File: src/rtl/gps_transmitter_if.sv
// gps_transmitter_if
//   Byte-stream link between the GPZDA transmitter and its sink.
//   Handshake: the master holds `valid` high with a byte on `data`; the byte
//   transfers on any clock edge where valid && ready. While valid && !ready,
//   data and valid stay stable. The sink may drive ready at any time, and
//   ready has no effect while valid is low.
//   Signals:
//     valid  master->slave  data holds a byte
//     ready  slave->master  sink accepts data this cycle
//     data   master->slave  current byte (B bits)
interface gps_transmitter_if #(
  parameter int B = 8
);
  logic         valid;
  logic         ready;
  logic [B-1:0] data;

  modport master (output valid, output data, input ready);
  modport slave  (input valid, input data, output ready);
endinterface

File: src/rtl/gps_transmitter.sv
// gps_transmitter
//   Serialises one sentence of the form
//   "$GPZDA,hhmmss.ss,dd,mm,yyyy,00,00*CS\r\n" onto a valid/ready byte stream.
//   The "*CS" part is left out when NoCheck=1.
//   Field strings are latched when start is accepted. Byte 0 of each string
//   is taken from its MS byte.
//   Ports:
//     clock, reset_n       system clock, async active-low reset
//     start                request a sentence (taken only while idle)
//     utc/day/month/year   ASCII field strings
//     tx (master)          valid/ready/data byte stream
//     busy                 sentence in progress
//     done                 one-cycle pulse after the LF byte transfers
//     dbg_state            current FSM state encoding
module gps_transmitter #(
  parameter int B       = 8,
  parameter int UtcLen  = 9,
  parameter bit NoCheck = 1'b0
) (
  input  logic                clock,
  input  logic                reset_n,
  input  logic                start,
  input  logic [UtcLen*B-1:0] utc,
  input  logic [2*B-1:0]      day,
  input  logic [2*B-1:0]      month,
  input  logic [4*B-1:0]      year,
  gps_transmitter_if.master   tx,
  output logic                busy,
  output logic                done,
  output logic [3:0]          dbg_state
);

  typedef enum logic [3:0] {
    S_Idle   = 4'd0,
    S_Prefix = 4'd1,
    S_UTC    = 4'd2,
    S_Day    = 4'd3,
    S_Month  = 4'd4,
    S_Year   = 4'd5,
    S_Zone   = 4'd6,
    S_Check  = 4'd7,
    S_End    = 4'd8
  } state_t;

  // The counter must reach UtcLen (the comma after the UTC field) and 6
  // (last prefix byte).
  localparam int CW = $clog2(UtcLen + 8);

  localparam logic [7*8-1:0] PREFIX = "$GPZDA,";
  localparam logic [5*8-1:0] ZONE   = "00,00";
  localparam logic [B-1:0]   COMMA  = B'(8'h2C);
  localparam logic [B-1:0]   STAR   = B'(8'h2A);
  localparam logic [B-1:0]   CR     = B'(8'h0D);
  localparam logic [B-1:0]   LF     = B'(8'h0A);

  state_t                state_q, state_d;
  logic [CW-1:0]         cnt_q, cnt_d;
  logic [UtcLen*B-1:0]   utc_q, utc_d;
  logic [2*B-1:0]        day_q, day_d;
  logic [2*B-1:0]        month_q, month_d;
  logic [4*B-1:0]        year_q, year_d;
  logic [B-1:0]          cks_q, cks_d;
  logic                  done_q, done_d;

  logic [B-1:0]          byte_c;
  logic                  last_c;
  logic                  in_sum_c;
  logic                  xfer_c;

  function automatic logic [B-1:0] hex_char(input logic [3:0] n);
    if (n < 4'd10) return B'(8'h30 + {4'h0, n});
    else           return B'(8'h37 + {4'h0, n});
  endfunction

  // Byte selection: current byte, whether it is the state's last one, and
  // whether it belongs to the checksummed span ('$' and '*' excluded).
  always_comb begin
    byte_c   = '0;
    last_c   = 1'b0;
    in_sum_c = 1'b0;
    case (state_q)
      S_Prefix: begin
        for (int i = 0; i < 7; i++)
          if (cnt_q == CW'(i)) byte_c = B'(PREFIX[(6-i)*8 +: 8]);
        last_c   = (cnt_q == CW'(6));
        in_sum_c = (cnt_q != '0);
      end
      S_UTC: begin
        for (int i = 0; i < UtcLen; i++)
          if (cnt_q == CW'(i)) byte_c = utc_q[(UtcLen-1-i)*B +: B];
        if (cnt_q == CW'(UtcLen)) byte_c = COMMA;
        last_c   = (cnt_q == CW'(UtcLen));
        in_sum_c = 1'b1;
      end
      S_Day: begin
        for (int i = 0; i < 2; i++)
          if (cnt_q == CW'(i)) byte_c = day_q[(1-i)*B +: B];
        if (cnt_q == CW'(2)) byte_c = COMMA;
        last_c   = (cnt_q == CW'(2));
        in_sum_c = 1'b1;
      end
      S_Month: begin
        for (int i = 0; i < 2; i++)
          if (cnt_q == CW'(i)) byte_c = month_q[(1-i)*B +: B];
        if (cnt_q == CW'(2)) byte_c = COMMA;
        last_c   = (cnt_q == CW'(2));
        in_sum_c = 1'b1;
      end
      S_Year: begin
        for (int i = 0; i < 4; i++)
          if (cnt_q == CW'(i)) byte_c = year_q[(3-i)*B +: B];
        if (cnt_q == CW'(4)) byte_c = COMMA;
        last_c   = (cnt_q == CW'(4));
        in_sum_c = 1'b1;
      end
      S_Zone: begin
        for (int i = 0; i < 5; i++)
          if (cnt_q == CW'(i)) byte_c = B'(ZONE[(4-i)*8 +: 8]);
        last_c   = (cnt_q == CW'(4));
        in_sum_c = 1'b1;
      end
      S_Check: begin
        if (cnt_q == CW'(0)) byte_c = STAR;
        if (cnt_q == CW'(1)) byte_c = hex_char(cks_q[7:4]);
        if (cnt_q == CW'(2)) byte_c = hex_char(cks_q[3:0]);
        last_c = (cnt_q == CW'(2));
      end
      S_End: begin
        if (cnt_q == CW'(0)) byte_c = CR;
        if (cnt_q == CW'(1)) byte_c = LF;
        last_c = (cnt_q == CW'(1));
      end
      default: ;
    endcase
  end

  // Next-state logic. Everything advances only on a transfer, so stalls
  // freeze the byte, the counter and the checksum together.
  always_comb begin
    state_d = state_q;
    cnt_d   = cnt_q;
    utc_d   = utc_q;
    day_d   = day_q;
    month_d = month_q;
    year_d  = year_q;
    cks_d   = cks_q;
    done_d  = 1'b0;
    xfer_c  = (state_q != S_Idle) && tx.ready;

    if (state_q == S_Idle) begin
      if (start) begin
        utc_d   = utc;
        day_d   = day;
        month_d = month;
        year_d  = year;
        cks_d   = '0;
        cnt_d   = '0;
        state_d = S_Prefix;
      end
    end else if (xfer_c) begin
      if (in_sum_c) cks_d = cks_q ^ byte_c;
      if (last_c) begin
        cnt_d = '0;
        case (state_q)
          S_Prefix: state_d = S_UTC;
          S_UTC:    state_d = S_Day;
          S_Day:    state_d = S_Month;
          S_Month:  state_d = S_Year;
          S_Year:   state_d = S_Zone;
          S_Zone:   state_d = NoCheck ? S_End : S_Check;
          S_Check:  state_d = S_End;
          S_End: begin
            state_d = S_Idle;
            done_d  = 1'b1;
          end
          default:  state_d = S_Idle;
        endcase
      end else begin
        cnt_d = cnt_q + 1'b1;
      end
    end
  end

  always_ff @(posedge clock or negedge reset_n) begin
    if (!reset_n) begin
      state_q <= S_Idle;
      cnt_q   <= '0;
      utc_q   <= '0;
      day_q   <= '0;
      month_q <= '0;
      year_q  <= '0;
      cks_q   <= '0;
      done_q  <= 1'b0;
    end else begin
      state_q <= state_d;
      cnt_q   <= cnt_d;
      utc_q   <= utc_d;
      day_q   <= day_d;
      month_q <= month_d;
      year_q  <= year_d;
      cks_q   <= cks_d;
      done_q  <= done_d;
    end
  end

  // In idle byte_c is zero, so data reads 0 whenever valid is low.
  assign tx.valid  = (state_q != S_Idle);
  assign tx.data   = byte_c;
  assign busy      = (state_q != S_Idle);
  assign done      = done_q;
  assign dbg_state = state_q;

endmodule

File: src/flat_wrapper.sv
// flat-port wrapper written by rule: the top's interface ports become plain ports
module gps_transmitter_flat 
#(
  parameter int B       = 8,
  parameter int UtcLen  = 9,
  parameter bit NoCheck = 1'b0
)
  (clock, reset_n, start, utc, day, month, year, busy, done, dbg_state, tx_valid, tx_data, tx_ready);
  gps_transmitter_if #(.B(B)) tx_i ();
  input  logic clock;
  input  logic reset_n;
  input  logic start;
  input  logic [UtcLen*B-1:0] utc;
  input  logic [2*B-1:0] day;
  input  logic [2*B-1:0] month;
  input  logic [4*B-1:0] year;
  output logic busy;
  output logic done;
  output logic [3:0] dbg_state;
  output wire logic [$bits(tx_i.valid)-1:0] tx_valid;
  output wire logic [$bits(tx_i.data)-1:0] tx_data;
  input wire logic [$bits(tx_i.ready)-1:0] tx_ready;
  assign tx_valid = tx_i.valid;
  assign tx_data = tx_i.data;
  assign tx_i.ready = tx_ready;
  gps_transmitter #(.B(B), .UtcLen(UtcLen), .NoCheck(NoCheck)) u_core (.clock(clock), .reset_n(reset_n), .start(start), .utc(utc), .day(day), .month(month), .year(year), .tx(tx_i), .busy(busy), .done(done), .dbg_state(dbg_state));
endmodule
File: config.mk
export PLATFORM = sky130hd
export DESIGN_NAME = gps_transmitter_flat
export DESIGN_NICKNAME = d
export VERILOG_FILES = /design/src/rtl/gps_transmitter_if.sv /design/src/rtl/gps_transmitter.sv /design/src/flat_wrapper.sv
export SDC_FILE = /design/constraint.sdc
export NUM_CORES = 1
export LEC_CHECK = 0
export BUFFER_PORTS_ARGS = -buffer_cell sky130_fd_sc_hd__buf_2
export CORE_MARGIN = 5
export CORE_UTILIZATION = 50
export CTS_CLUSTER_SIZE = 28
export DETAILED_ROUTE_END_ITERATION = 16
export PLACE_DENSITY_LB_ADDON = 0.2
export SETUP_SLACK_MARGIN = 0.3
export SYNTH_ARGS = -nofsm -noshare
export SYNTH_HDL_FRONTEND = slang
export SYNTH_SLANG_ARGS = --single-unit
File: constraint.sdc
create_clock -name clock -period 3.2 [get_ports clock]
set_input_delay 0.16 -clock clock [delete_from_list [all_inputs] [get_ports clock]]
set_output_delay 0.16 -clock clock [all_outputs]
set_load 0.03 [all_outputs]
-- Word level (Yosys, flattened, before mapping)
Index checks and enable logic that the tools add are counted.
- register bits after elaboration: 154
- bits of input ports: 140
- output and inout bits: 15
- reductions and logical operators: 15
- equality and inequality tests: 18
- $lt $le $gt $ge: 2
- add/subtract/negate cells: 5
- bitwise logic cells: 1
- multiplexer cells: 60
- operators by type and width (kind ; count):
    $mux 8 ; 29
    $pmux 8 s8 ; 1
    $mux 6 ; 7
    $mux 7 ; 6
    $add 6x4->7 const A ; 4
    $pmux 4 s7 ; 1
    $mux 4 ; 6
    $eq 5x3->1 const B ; 4
    $mux 5 ; 4
    $eq 4x3->1 const B ; 4
    $eq 5x2->1 const B ; 2
    $eq 5x4->1 const B ; 2
    $eq 4x2->1 const B ; 2
    $lt 4x4->1 const B ; 2
    $xor 8x8->8 ; 1
    $reduce_and 3->1 ; 2
    $reduce_bool 2->1 ; 3
    $add 5x1->5 const B ; 1
    $eq 5x1->1 const B ; 1
    $logic_not 5->1 ; 1
    $pmux 1 s5 ; 1
    $reduce_bool 5->1 ; 1
    $reduce_or 5->1 ; 1
    $eq 4x1->1 const B ; 1
    other kinds (10) ; 14

-- Longest topological paths before layout
- depth after elaboration: 16
- mapped depth: 12
- depth with buffers taken out: 9

-- Worst setup path after synthesis
No wires, ideal clock.
- kind: reg-to-reg
- start point: register u_core.cnt_q[1]
- end point: register u_core.cks_q[2]
- arrival time: 2704 ps
- clock period less this slack: 2832 ps
- path buffers: 3
- cell stages (with the launch flop): 13
- path slack: 368 ps
- setup time: 127 ps
- path through: dfrtp_1 -> inv_1 -> ha_1 -> buf_2 -> nor4b_4 -> buf_2 -> buf_2 -> a32oi_1 -> nor2_1 -> o21ai_0 -> o211ai_1 -> nand2_1 -> mux2i_1
- word-level cells in the longest chain between the ends: 16
- RTL lines (element ; RTL line ; text):
    from (decl) ; gps_transmitter.sv:57 ; logic [CW-1:0] cnt_q, cnt_d;
    from (signal assigned) ; gps_transmitter.sv:196 ; cnt_q <= cnt_d;
    $logic_not 5->1 ; n/a ;
    $mux 8 (9 in series) ; gps_transmitter.sv:90 ; if (cnt_q == CW'(i)) byte_c = utc_q[(UtcLen-1-i)*B +: B];
    $mux 8 ; gps_transmitter.sv:91 ; if (cnt_q == CW'(UtcLen)) byte_c = COMMA;
    $pmux 8 s8 * ; gps_transmitter.sv:81 ; case (state_q)
    named net tx_data[2] ; flat_wrapper.sv:21 ; output wire logic [$bits(tx_i.data)-1:0] tx_data;
    $xor 8x8->8 * ; gps_transmitter.sv:161 ; if (in_sum_c) cks_d = cks_q ^ byte_c;
    $mux 8 * ; gps_transmitter.sv:161 ;
    $mux 8 * ; gps_transmitter.sv:160 ; end else if (xfer_c) begin
    $mux 8 * ; gps_transmitter.sv:150 ; if (state_q == S_Idle) begin
    to (signal assigned) ; gps_transmitter.sv:201 ; cks_q <= cks_d;
    to (decl) ; gps_transmitter.sv:62 ; logic [B-1:0] cks_q, cks_d;
Mark *: on every way through the listed nets, which the timed path passes. The rest lies on a longest branch. The select of a mux whose other input is x is not followed.
A chain may end at the register's enable or synchronous reset.

-- Worst setup path after layout
- start point: register u_core.cnt_q[0]
- end point: output port tx_data[1]
- word-level cells in the longest chain between the ends: 12
- RTL lines (element ; RTL line):
    $logic_not 5->1 ; n/a
    $mux 8 (9 in series) ; gps_transmitter.sv:90
    $mux 8 ; gps_transmitter.sv:91
    $pmux 8 s8 * ; gps_transmitter.sv:81
    to (decl) ; flat_wrapper.sv:21
Every way passes the cells marked *; elsewhere a longest branch is shown, timed or not.

==> flow_metrics.env <==
export IMPL_status="finished, final reports clean"
export IMPL_core_area_sq_um=16470
export IMPL_cp_max_fo=4
export IMPL_row_count=47
export IMPL_cts_tree="done"
export IMPL_holdPathStages=2
export IMPL_maxSlewHeadroom=0.5646
export IMPL_cts_sinks=154
export IMPL_die_area_sq_um=19350
export IMPL_dieWidth_um=139.1
export IMPL_routed_via_density=6.012
export IMPL_finalSetupViolations=0
export IMPL_peakVddDrop_mv=0.5440
export IMPL_final_cell_area_sq_um=12180
export IMPL_r2r_slack_ps=470
export IMPL_endpoint_kind="primary output"
export IMPL_grt_setup_unrepaired="true"
export IMPL_min_period_ps=3134
export IMPL_grt_pass1_vias=8251
export IMPL_drtPass1Iterations=7
export IMPL_hold_path_class="input port to flip-flop"
export IMPL_r2r_start="u_core.cnt_q[1]"
export IMPL_clock_latency_ps=430
export IMPL_clkSlewWorstSetupHoldPaths_ps=70
export IMPL_p_leak_nw=5.281
export IMPL_cp_top_family="simple AND/OR/NAND/NOR gates"
export IMPL_max_freq_mhz=319.1
export IMPL_grt_overflow_total=0
export IMPL_htreeDepth=4
export IMPL_worst_path_buf_inv=2
export IMPL_slowest_stage="dfrtp_2"
export IMPL_wire_per_inst_um=24.02
export IMPL_n_antenna_cell=0
export IMPL_first_iter_violations=644
export IMPL_dp_hpwl_um=20660
export IMPL_powerDensity_nw_per_um2=945.2
export IMPL_slew_viol_final=0
export IMPL_drc=0
export IMPL_grt_pass1_wl_um=47730
export IMPL_synth_cell_type_count=78
export IMPL_placed_cell_area_sq_um=9523
export IMPL_place_gp_congestion=0.9788
export IMPL_cts_root_buf="clkbuf_16"
export IMPL_synth_yosys_seq_area_share=0.4623
export IMPL_power_w=0.01151
export IMPL_drive_above_1_share=0.4439
export IMPL_finalNetCount=1212
export IMPL_synth_async_reset_ratio=1.000
export IMPL_crit_end="tx_data[1]"
export IMPL_tns_ps=0
export IMPL_synth_cells=746
export IMPL_crit_path_start_kind="flip-flop"
export IMPL_syn_nets=892
export IMPL_grt_usage=0.3178
export IMPL_r2r_cells=13
export IMPL_syn_avg_cell_area_sq_um=11.17
export IMPL_min_period_over_period=0.9793
export IMPL_ios=155
export IMPL_yosys_most_used_dff="dfrtp_1"
export IMPL_worstPathArrival_ps=2970
export IMPL_maxCapViolations=0
export IMPL_start_util=0.5062
export IMPL_fp_dieH_um=139.1
export IMPL_numPortBuffers=154
export IMPL_antenna_found_initial=0
export IMPL_num_vias=7810
export IMPL_max_stage_delay_ps=460
export IMPL_path_class="flip-flop to primary output"
export IMPL_synth_area_sq_um=8335
export IMPL_ant_nets=0
export IMPL_cts_buffers=17
export IMPL_startpoint="u_core.cnt_q[0]"
export IMPL_fin_skew_ps=9.438
export IMPL_routed_wl_um=31200
export IMPL_grt_max_degree=90
export IMPL_path_cells="inv_4, ha_4, or3_4, and3_4, a221oi_2, nor4_2, or4_4, or4_4, buf_6"
export IMPL_cts_buffer_depth=2
export IMPL_r2r_end="u_core.cks_q[2]"
export IMPL_path_common_cell="or4_4"
export IMPL_worstMarginPinSlew_ps=653.1
export IMPL_synth_seq_cells=154
export IMPL_synth_edf_count=0
export IMPL_yosysWarningCount=0
export IMPL_cp_data_required_time_ps=3040
export IMPL_path_depth=9
export IMPL_syn_to_final_growth_pct=46.11
export IMPL_finalHoldViolations=0
state kept, by name, indices dropped and copies added (netlist names):
name	flops
u_core.cks_q	8
u_core.cnt_q	5
u_core.day_q	16
u_core.dbg_state	4
u_core.done	1
u_core.month_q	16
u_core.utc_q	72
u_core.year_q	32
through the flow:
stage | util | setup slack [ps] | cells | hold WS (ps)
floorplan | - | 368.4 | 746 | -135.6
global placement | 0.5783 | 294.4 | 1109 | 171.7
detailed placement | 0.5783 | 222.0 | 1109 | 185.0
CTS | 0.7189 | 101.5 | 1285 | 2.766
global route | 0.7397 | 5.335 | 1299 | 31.69
finish | 0.7397 | 66.11 | 1299 | 44.35
routing by layer:
| metal | global-route usage | part of all wire | vias up |
|---|---|---|---|
| met4 | 0.09835 | 0.029 | 0 |
| met1 | 0.4097 | 0.40 | 3918 |
| met5 | 0 | 0 | - |
| li1 | - | - | 3468 |
| met2 | 0.5219 | 0.49 | 360 |
| met3 | 0.09172 | 0.077 | 64 |
cell type report:
| cell class | instances | area, sq um |
|---|---|---|
| clock buffer | 19 | 452.9 |
| clock inverter | 13 | 173.9 |
| fill | 1138 | 4287 |
| inverter | 21 | 83.83 |
| multi-input combinational | 508 | 4473 |
| sequential | 154 | 3867 |
| tap | 220 | 275.3 |
| timing repair buffer | 364 | 2853 |
where the power goes:
group | switching (W) | internal (W) | total [W]
Combinational | 0.00285 | 0.00266 | 0.00551
Clock | 0.000918 | 0.00123 | 0.00215
Sequential | 0.000944 | 0.00291 | 0.00385
Total | 0.00471 | 0.00680 | 0.0115
cells in the mapped netlist, types with 4 or more instances:
| master | count | share of area |
|---|---|---|
| a2111oi_0 | 4 | 0.0042 |
| a211o_1 | 4 | 0.0042 |
| a211oi_1 | 7 | 0.0063 |
| a21oi_1 | 30 | 0.018 |
| a221oi_1 | 16 | 0.017 |
| a22oi_1 | 8 | 0.0072 |
| a31oi_1 | 9 | 0.0068 |
| a32oi_1 | 12 | 0.013 |
| and2_1 | 5 | 0.0038 |
| buf_1 | 5 | 0.0023 |
| buf_2 | 12 | 0.0072 |
| buf_6 | 5 | 0.0068 |
| clkbuf_1 | 38 | 0.017 |
| dfrtp_1 | 154 | 0.46 |
| ha_1 | 6 | 0.0090 |
| inv_1 | 21 | 0.0095 |
| mux2_2 | 136 | 0.18 |
| mux2i_1 | 8 | 0.0096 |
| nand2_1 | 37 | 0.017 |
| nand2b_1 | 12 | 0.0090 |
| nand3_1 | 6 | 0.0036 |
| nand3b_1 | 4 | 0.0036 |
| nand4_1 | 4 | 0.0030 |
| nand4bb_1 | 4 | 0.0054 |
| nor2_1 | 31 | 0.014 |
| nor2b_1 | 9 | 0.0068 |
| nor3_1 | 13 | 0.0078 |
| nor3b_1 | 4 | 0.0036 |
| nor4_1 | 5 | 0.0038 |
| o211ai_1 | 9 | 0.0081 |
| o21ai_0 | 26 | 0.016 |
| o221ai_1 | 7 | 0.0074 |
| o22ai_1 | 10 | 0.0075 |
| o32a_1 | 4 | 0.0048 |
| o32ai_1 | 6 | 0.0063 |
| or4_1 | 4 | 0.0036 |
| or4b_2 | 5 | 0.0060 |
| xnor2_1 | 4 | 0.0042 |
placed cells by master, fill, tap and decap left out, drive strengths merged, types with 14 or more instances in the layout:
cell,count
nor3,14
dlygate4sd3,137
nor2,32
dfrtp,154
buf,227
clkbuf,19
mux2,136
o21ai,27
a221oi,17
a21oi,30
nand2,37
inv,28
logic make-up (layout without fill, tap and decap cells):
group	count (synthesis)	in the layout	share of synthesized area
DFF	154	154	0.4623
muxes	145	145	0.1960
and+or+nand+nor	175	175	0.1288
adders and majority gates	6	6	0.009006
buffers and inverters	84	417	0.04548
xor gates and xnor gates	6	6	0.006304
AOI/OAI and AO/OA	176	176	0.1521
worst reg2reg max path: stages, from the launching register on:
cell and delay (ps):
dfrtp_2 460, inv_4 70, ha_4 180, buf_12 130, nor4b_4 130, buf_6 160, buf_12 160, a32oi_2 220
nor3_1 110, a2111oi_1 370, o211ai_1 220, buf_4 180, nand2_1 70, mux2i_1 190
timing repair:
item | in CTS | in global routing
hold endpoints to repair | 200 | 1
setup buffers | 8 | 13
gates resized for setup | 67 | 52
setup endpoints to repair | 14 | 15
hold buffers | 136 | 1
pin swaps | 10 | 19
how the worst min path moves through the flow:
stage | from | slack (ps) | to
2_1_floorplan | reset_n | -140 | u_core.cks_q[0]
3_3_place_gp | reset_n | 170 | u_core.utc_q[25]
3_5_place_dp | reset_n | 190 | u_core.utc_q[25]
4_1_cts | utc[57] | 3 | u_core.utc_q[57]
5_1_grt | year[30] | 30 | u_core.year_q[30]
6_report | year[30] | 40 | u_core.year_q[30]
Note: power is estimated with default switching activity, not from simulation.
